**src/rtl/div_sequencer.sv**
```systemverilog
// div_sequencer: multi-cycle signed divider controller for the ALU division path.
// Radix-2 restoring loop, one quotient bit per clock, sign fix-up at the end.
// result = {remainder, quotient}, matching the combinational divider packing.
module div_sequencer #(
  parameter int DATA_WIDTH = 32
) (
  input  logic                    clk,
  input  logic                    clear,
  input  logic                    start,
  input  logic [DATA_WIDTH-1:0]   dividend,
  input  logic [DATA_WIDTH-1:0]   divisor,
  output logic                    busy,
  output logic                    done,
  output logic                    div_by_zero,
  output logic [2*DATA_WIDTH-1:0] result
);

  localparam int CW = $clog2(DATA_WIDTH);
  localparam logic [CW-1:0] CNT_LAST = CW'(DATA_WIDTH - 1);
  localparam logic [CW-1:0] CNT_ZERO = {CW{1'b0}};
  localparam logic [CW-1:0] CNT_ONE  = {{(CW-1){1'b0}}, 1'b1};
  localparam logic [DATA_WIDTH-1:0] DW_ZERO = {DATA_WIDTH{1'b0}};

  typedef enum logic [2:0] {
    IDLE    = 3'd0,
    SETUP   = 3'd1,
    ITERATE = 3'd2,
    FIXUP   = 3'd3,
    DONE    = 3'd4
  } state_t;

  // Two's complement negate, wrapping at DATA_WIDTH (so -(2^(W-1)) stays put).
  function automatic logic [DATA_WIDTH-1:0] twos_neg(input logic [DATA_WIDTH-1:0] v);
    return ~v + {{(DATA_WIDTH-1){1'b0}}, 1'b1};
  endfunction

  state_t                    state_r, state_s;
  logic [DATA_WIDTH-1:0]     dvd_r, dvs_r, dvs_mag_r, rem_r, quo_r;
  logic [CW-1:0]             cnt_r;
  logic                      sign_q_r, sign_r_r;
  logic                      busy_r, done_r, dbz_r;
  logic [2*DATA_WIDTH-1:0]   result_r;
  logic [DATA_WIDTH:0]       shift_s, diff_s;

  assign busy        = busy_r;
  assign done        = done_r;
  assign div_by_zero = dbz_r;
  assign result      = result_r;

  // State register.
  always_ff @(posedge clk or negedge clear) begin
    if (!clear) begin
      state_r <= IDLE;
    end else begin
      state_r <= state_s;
    end
  end

  // Next-state logic; start is only looked at in IDLE.
  always_comb begin
    state_s = state_r;
    case (state_r)
      IDLE: begin
        if (start) begin
          state_s = SETUP;
        end else begin
          state_s = IDLE;
        end
      end
      SETUP: begin
        if (dvs_r == DW_ZERO) begin
          state_s = DONE;
        end else begin
          state_s = ITERATE;
        end
      end
      ITERATE: begin
        if (cnt_r == CNT_ZERO) begin
          state_s = FIXUP;
        end else begin
          state_s = ITERATE;
        end
      end
      FIXUP:   state_s = DONE;
      DONE:    state_s = IDLE;
      default: state_s = IDLE;
    endcase
  end

  // Trial subtraction: shift one dividend bit into the partial remainder, subtract |divisor|.
  always_comb begin
    shift_s = {rem_r, quo_r[DATA_WIDTH-1]};
    diff_s  = shift_s - {1'b0, dvs_mag_r};
  end

  // Datapath and registered outputs; result only moves on the way into DONE.
  always_ff @(posedge clk or negedge clear) begin
    if (!clear) begin
      dvd_r     <= DW_ZERO;
      dvs_r     <= DW_ZERO;
      dvs_mag_r <= DW_ZERO;
      rem_r     <= DW_ZERO;
      quo_r     <= DW_ZERO;
      cnt_r     <= CNT_ZERO;
      sign_q_r  <= 1'b0;
      sign_r_r  <= 1'b0;
      dbz_r     <= 1'b0;
      result_r  <= {(2*DATA_WIDTH){1'b0}};
      busy_r    <= 1'b0;
      done_r    <= 1'b0;
    end else begin
      case (state_r)
        IDLE: begin
          if (start) begin
            dvd_r <= dividend;
            dvs_r <= divisor;
            dbz_r <= 1'b0;
          end
        end
        SETUP: begin
          sign_q_r  <= dvd_r[DATA_WIDTH-1] ^ dvs_r[DATA_WIDTH-1];
          sign_r_r  <= dvd_r[DATA_WIDTH-1];
          quo_r     <= dvd_r[DATA_WIDTH-1] ? twos_neg(dvd_r) : dvd_r;
          dvs_mag_r <= dvs_r[DATA_WIDTH-1] ? twos_neg(dvs_r) : dvs_r;
          rem_r     <= DW_ZERO;
          cnt_r     <= CNT_LAST;
          if (dvs_r == DW_ZERO) begin
            // Zero divisor: report the raw dividend as remainder, quotient 0.
            result_r <= {dvd_r, DW_ZERO};
            dbz_r    <= 1'b1;
          end
        end
        ITERATE: begin
          rem_r <= diff_s[DATA_WIDTH] ? shift_s[DATA_WIDTH-1:0] : diff_s[DATA_WIDTH-1:0];
          quo_r <= {quo_r[DATA_WIDTH-2:0], ~diff_s[DATA_WIDTH]};
          if (cnt_r != CNT_ZERO) begin
            cnt_r <= cnt_r - CNT_ONE;
          end
        end
        FIXUP: begin
          result_r <= {(sign_r_r ? twos_neg(rem_r) : rem_r),
                       (sign_q_r ? twos_neg(quo_r) : quo_r)};
        end
        default: begin
        end
      endcase
      busy_r <= (state_s != IDLE);
      done_r <= (state_s == DONE);
    end
  end

endmodule
```
**config.mk**
```make
export PLATFORM = sky130hd
export DESIGN_NAME = div_sequencer
export DESIGN_NICKNAME = d
export VERILOG_FILES = /design/src/rtl/div_sequencer.sv
export SDC_FILE = /design/constraint.sdc
export NUM_CORES = 1
export LEC_CHECK = 0
export BUFFER_PORTS_ARGS = -buffer_cell sky130_fd_sc_hd__buf_2
export CORE_UTILIZATION = 36
export CTS_BUF_LIST = sky130_fd_sc_hd__clkbuf_8
export DETAILED_ROUTE_END_ITERATION = 6
export GPL_ROUTABILITY_DRIVEN = 0
export PLACE_DENSITY = 0.61
export SYNTH_ARGS = -nofsm -noshare
export SYNTH_HDL_FRONTEND = slang
export SYNTH_SLANG_ARGS = --single-unit
export TNS_END_PERCENT = 50
```
**constraint.sdc**
```tcl
create_clock -name clk -period 2.9 [get_ports clk]
set_input_delay 0.435 -clock clk [delete_from_list [all_inputs] [get_ports clk]]
set_output_delay 0.435 -clock clk [all_outputs]
set_load 0.02 [all_outputs]
```
==> summary.md <==
| Metric | Value |
|---|---|
| Outcome | `finished clean` |
| TritonRoute pass-1 iters | `5` |
| Clock latency at the later pin of the worst-skew pair | `0.59 ns` |
| Fin. Hold Viols | `0` |
| Post-synthesis compound-gate area fraction | `0.1729` |
| Top_reg_cell synth | `dfrtp_1` |
| Critical path data required time | `3.35 ns` |
| P_sw | `10.16 mW` |
| Power density cells | `1327 mW/mm²` |
| # port buffers | `133` |
| Crit. End Element | `flip-flop` |
| Post-Syn Instances | `1558` |
| Worst Skew | `0.04884 ns` |
| DIE AREA | `0.03861 mm²` |
| CTS tree | `built` |
| ANT cells | `0` |
| Pre-CTS WS | `-0.08848 ns` |
| Initial antenna violation count | `0` |
| Vias in the first global route | `11490` |
| RSZ-0062 raised after global routing | `yes` |
| Post-synthesis adder-cell area fraction | `0.03547` |
| Layout fillers | `3586` |
| P&R area growth vs syn | `23.50%` |
| DP HPWL | `28.08 mm` |
| Drt wl/cell | `16.07 µm` |
| Sw frac | `0.4555` |
| Metal3 WL | `1.621 mm` |
| Post-synth net total | `1663` |
| Num CTS Buffers | `44` |
| Endpoints failing setup | `0` |
| Total Routed Length | `37.39 mm` |
| Total Routing Usage GR | `0.1937` |
| Flop pwr share | `0.288` |
| Post-synth EDFFs | `0` |
| Vias | `11840` |
| Largest net degree at the start of global routing | `102` |
| Peak Freq | `346.5 MHz` |
| Leak | `8.166 nW` |
| Post-synthesis mux area share | `0.02545` |
| Ys async rst share | `1.000` |
| Max IR drop VDD | `0.0005355 V` |
| Seq/Total Area, Yosys | `0.4355` |
| CP Max Fanout | `7` |
| Final Cell Area | `0.01682 mm²` |
| Yosys reg bits | `237` |
| Post-route setup slack | `0.01437 ns` |
| Nets | `1897` |
| Syn Std Cell Area | `0.01362 mm²` |
| Fin crit share | `0.9950` |
| HP Class | `in -> reg` |
| Post-synth top area share | `0.4355` |
| Antenna-violating nets left | `0` |
| Initial DRC Count | `738` |
| Detailed-route DRC error count | `0` |
| Max-slew headroom | `0.4019` |
| Clock Pin Slew Worst Setup and Hold Paths | `0.06 ns` |
| H-Tree Depth | `2` |
| Highest routed layer | `met4` |
| I/O pin total | `134` |
| Root Driver | `clkbuf_8` |
| Clock share of power | `0.145` |
| Largest cells by area after synthesis | `dfrtp_1 44%, nand2_1 10%, xor2_1 5.7%` |
| Crit path kind | `reg -> reg` |
| Synth Area in XOR/XNOR | `0.09519` |
| Initial Utilization | `0.3693` |
| Slew @ Worst Pin | `0.8971 ns` |
| Inst Count DP | `2245` |
| Clock Path Buffers | `3` |
| Die Wd | `196.5 µm` |
| Crit path DAT | `3.34 ns` |
| Grt ovf | `0` |
| Max-cap viol count | `0` |
| Site row count | `70` |
| Routed metal-1 wirelength | `17.36 mm` |
| Via density per instance | `5.088` |
| Slew Viols, Final | `0` |
| Post-DP Area | `0.01568 mm²` |
| Unique cell type count in the Yosys netlist | `68` |
| Non-Filler Instances | `2326` |
| Largest family of logic cells by synthesized area | `simple AND/OR/NAND/NOR gates` |
| Combinational power share | `0.567` |
| Die height | `196.5 µm` |
| Final min period | `2.886 ns` |
| Synth Area in Simple Gates | `0.1965` |
| Mapped Avg Cell Area | `8.740 µm²` |
| Layout cells sized above 1 | `0.2141` |
| Yosys warnings | `0` |
| Internal power | `12.15 mW` |
| Core Region | `0.03687 mm²` |
| Global-route wire length before repair | `60.22 mm` |
| WHS | `0.04103 ns` |
| Met2 wire len | `17.55 mm` |
| Total clock sinks | `237` |
| Startpoint Class | `flip-flop` |
| Post-layout util | `0.4561` |
| Yosys top cell by area | `dfrtp_1` |
==> cells in the final DEF, fill, tap and decap left out, drive strengths merged, types with 6 or more instances in the layout <==
cell type / n
xor2: 89
buf: 273
dfrtp: 237
o22ai: 26
a32oi: 8
nor3: 19
nand4: 6
nand2: 369
o31ai: 40
xnor2: 59
inv: 66
or3: 10
nor2b: 12
o21ai: 159
mux2i: 29
nand3b: 7
and3: 6
clkbuf: 55
nand2b: 11
a21oi: 37
a31oi: 6
o21a: 6
nor4: 9
nand3: 77
nor2: 35
a22oi: 31
ha: 37
or4: 17
o41ai: 19
a21o: 14
==> cell families (layout without fill, tap and decap cells) <==
logic type / Yosys count / after routing
XOR/XNOR: 148 / 148
flip-flops: 237 / 237
AO/OA/AOI/OAI: 373 / 373
multiplexers: 33 / 33
adder cells (fa/ha/maj): 38 / 38
buffers and inverters: 136 / 400
AND/OR/NAND/NOR: 593 / 593
==> path summary, 6_finish.rpt <==
kind	slack, ns	from	endpoint	cells past startpoint
max in group asynchronous	1.71	clear	dvs_r[26]	3
worst min-delay path	0.04	dividend[5]	dvd_r[5]	3
worst max register to register	0.01	rem_r[2]	rem_r[0]	12
worst min register to register	0.48	dvs_mag_r[23]	dvs_mag_r[23]	2
min in group asynchronous	0.40	clear	result[5]	2
worst max-delay path	0.01	rem_r[2]	rem_r[0]	12
==> metrics by stage <==
stage	power, mW	TNS [ns]
after floorplan	14.30	0
after global placement	18.40	-0.2784
after detailed placement	18.62	-2.032
after CTS	22.06	0
after global routing	24.22	-0.3917
final	22.31	0
==> power by group through the flow <==
stage	clock [mW]	combinational, mW	sequential, mW
detailed placement	0	12.2	6.41
global placement	0	12.0	6.37
CTS	3.32	12.4	6.37
finish	3.23	12.7	6.43
global route	3.46	14.1	6.63
floorplan	0	7.81	6.49
==> flip-flops by register name, summed over array words and instances, names as in the netlist <==
name / cells
dvd_r: 32
cnt_r: 5
done: 1
result: 64
busy: 1
quo_r: 32
state_r: 3
div_by_zero: 1
sign_q_r: 1
sign_r_r: 1
dvs_mag_r: 32
dvs_r: 32
rem_r: 32
==> synth_stat cells, types with 4 or more instances <==
cell and n:
nor4_1 6, o22ai_1 26, o21ai_1 42, ha_1 37, clkbuf_1 77, xor2_1 89, dfrtp_1 237, o41ai_1 17
a21oi_1 37, a31oi_1 6, o31ai_1 40, nor3_1 19, nand3b_1 7, nand3_1 75, a22oi_1 31, o211ai_1 4
a32oi_1 8, o21a_1 6, xnor2_1 59, inv_1 49, nand2b_1 11, buf_1 4, and3_1 6, or3_1 10
nand4_1 6, a21o_1 14, mux2i_1 29, nor2_1 34, nor2b_1 12, nand2_1 369, o21ai_0 117, a21boi_0 4
or4_1 15
==> worst max-delay path, stage by stage, from the launching register on <==
cell	delay, ns
dfrtp_1	0.39
ha_1	0.31
o211ai_1	0.31
a21oi_4	0.05
o21a_1	0.22
o211a_1	0.23
o31ai_2	0.22
a21oi_2	0.10
buf_4	0.16
xnor2_4	0.29
buf_6	0.18
nand2_1	0.06
a32o_1	0.24
==> cell type report <==
cell class                      count  area, µm²  area share
Tap cell                          504      630.6     0.03750
Timing Repair Buffer              274       1807      0.1074
Clock inverter                     21      126.4    0.007515
Multi-Input combinational cell   1185       7376      0.4386
Clock buffer                       55      757.0     0.04501
Sequential cell                   237       5932      0.3528
Inverter                           50      187.7     0.01116
==> what timing repair did <==
item | in CTS | in global routing
hold endpoints to repair | 68 | 0
endpoints found under the setup margin | 49 | 45
resized for setup | 9 | 34
hold buffers | 1 | 0
setup buffers | 0 | 4
pin swaps | 3 | 15
==> metal layers <==
layer  global-route usage  vias up
li1                     -     5940
met1               0.2582     5585
met4              0.05498        0
met3              0.03029       65
met5                    0        -
met2               0.3248      245
No activity file was read; power rests on OpenSTA's default activity.
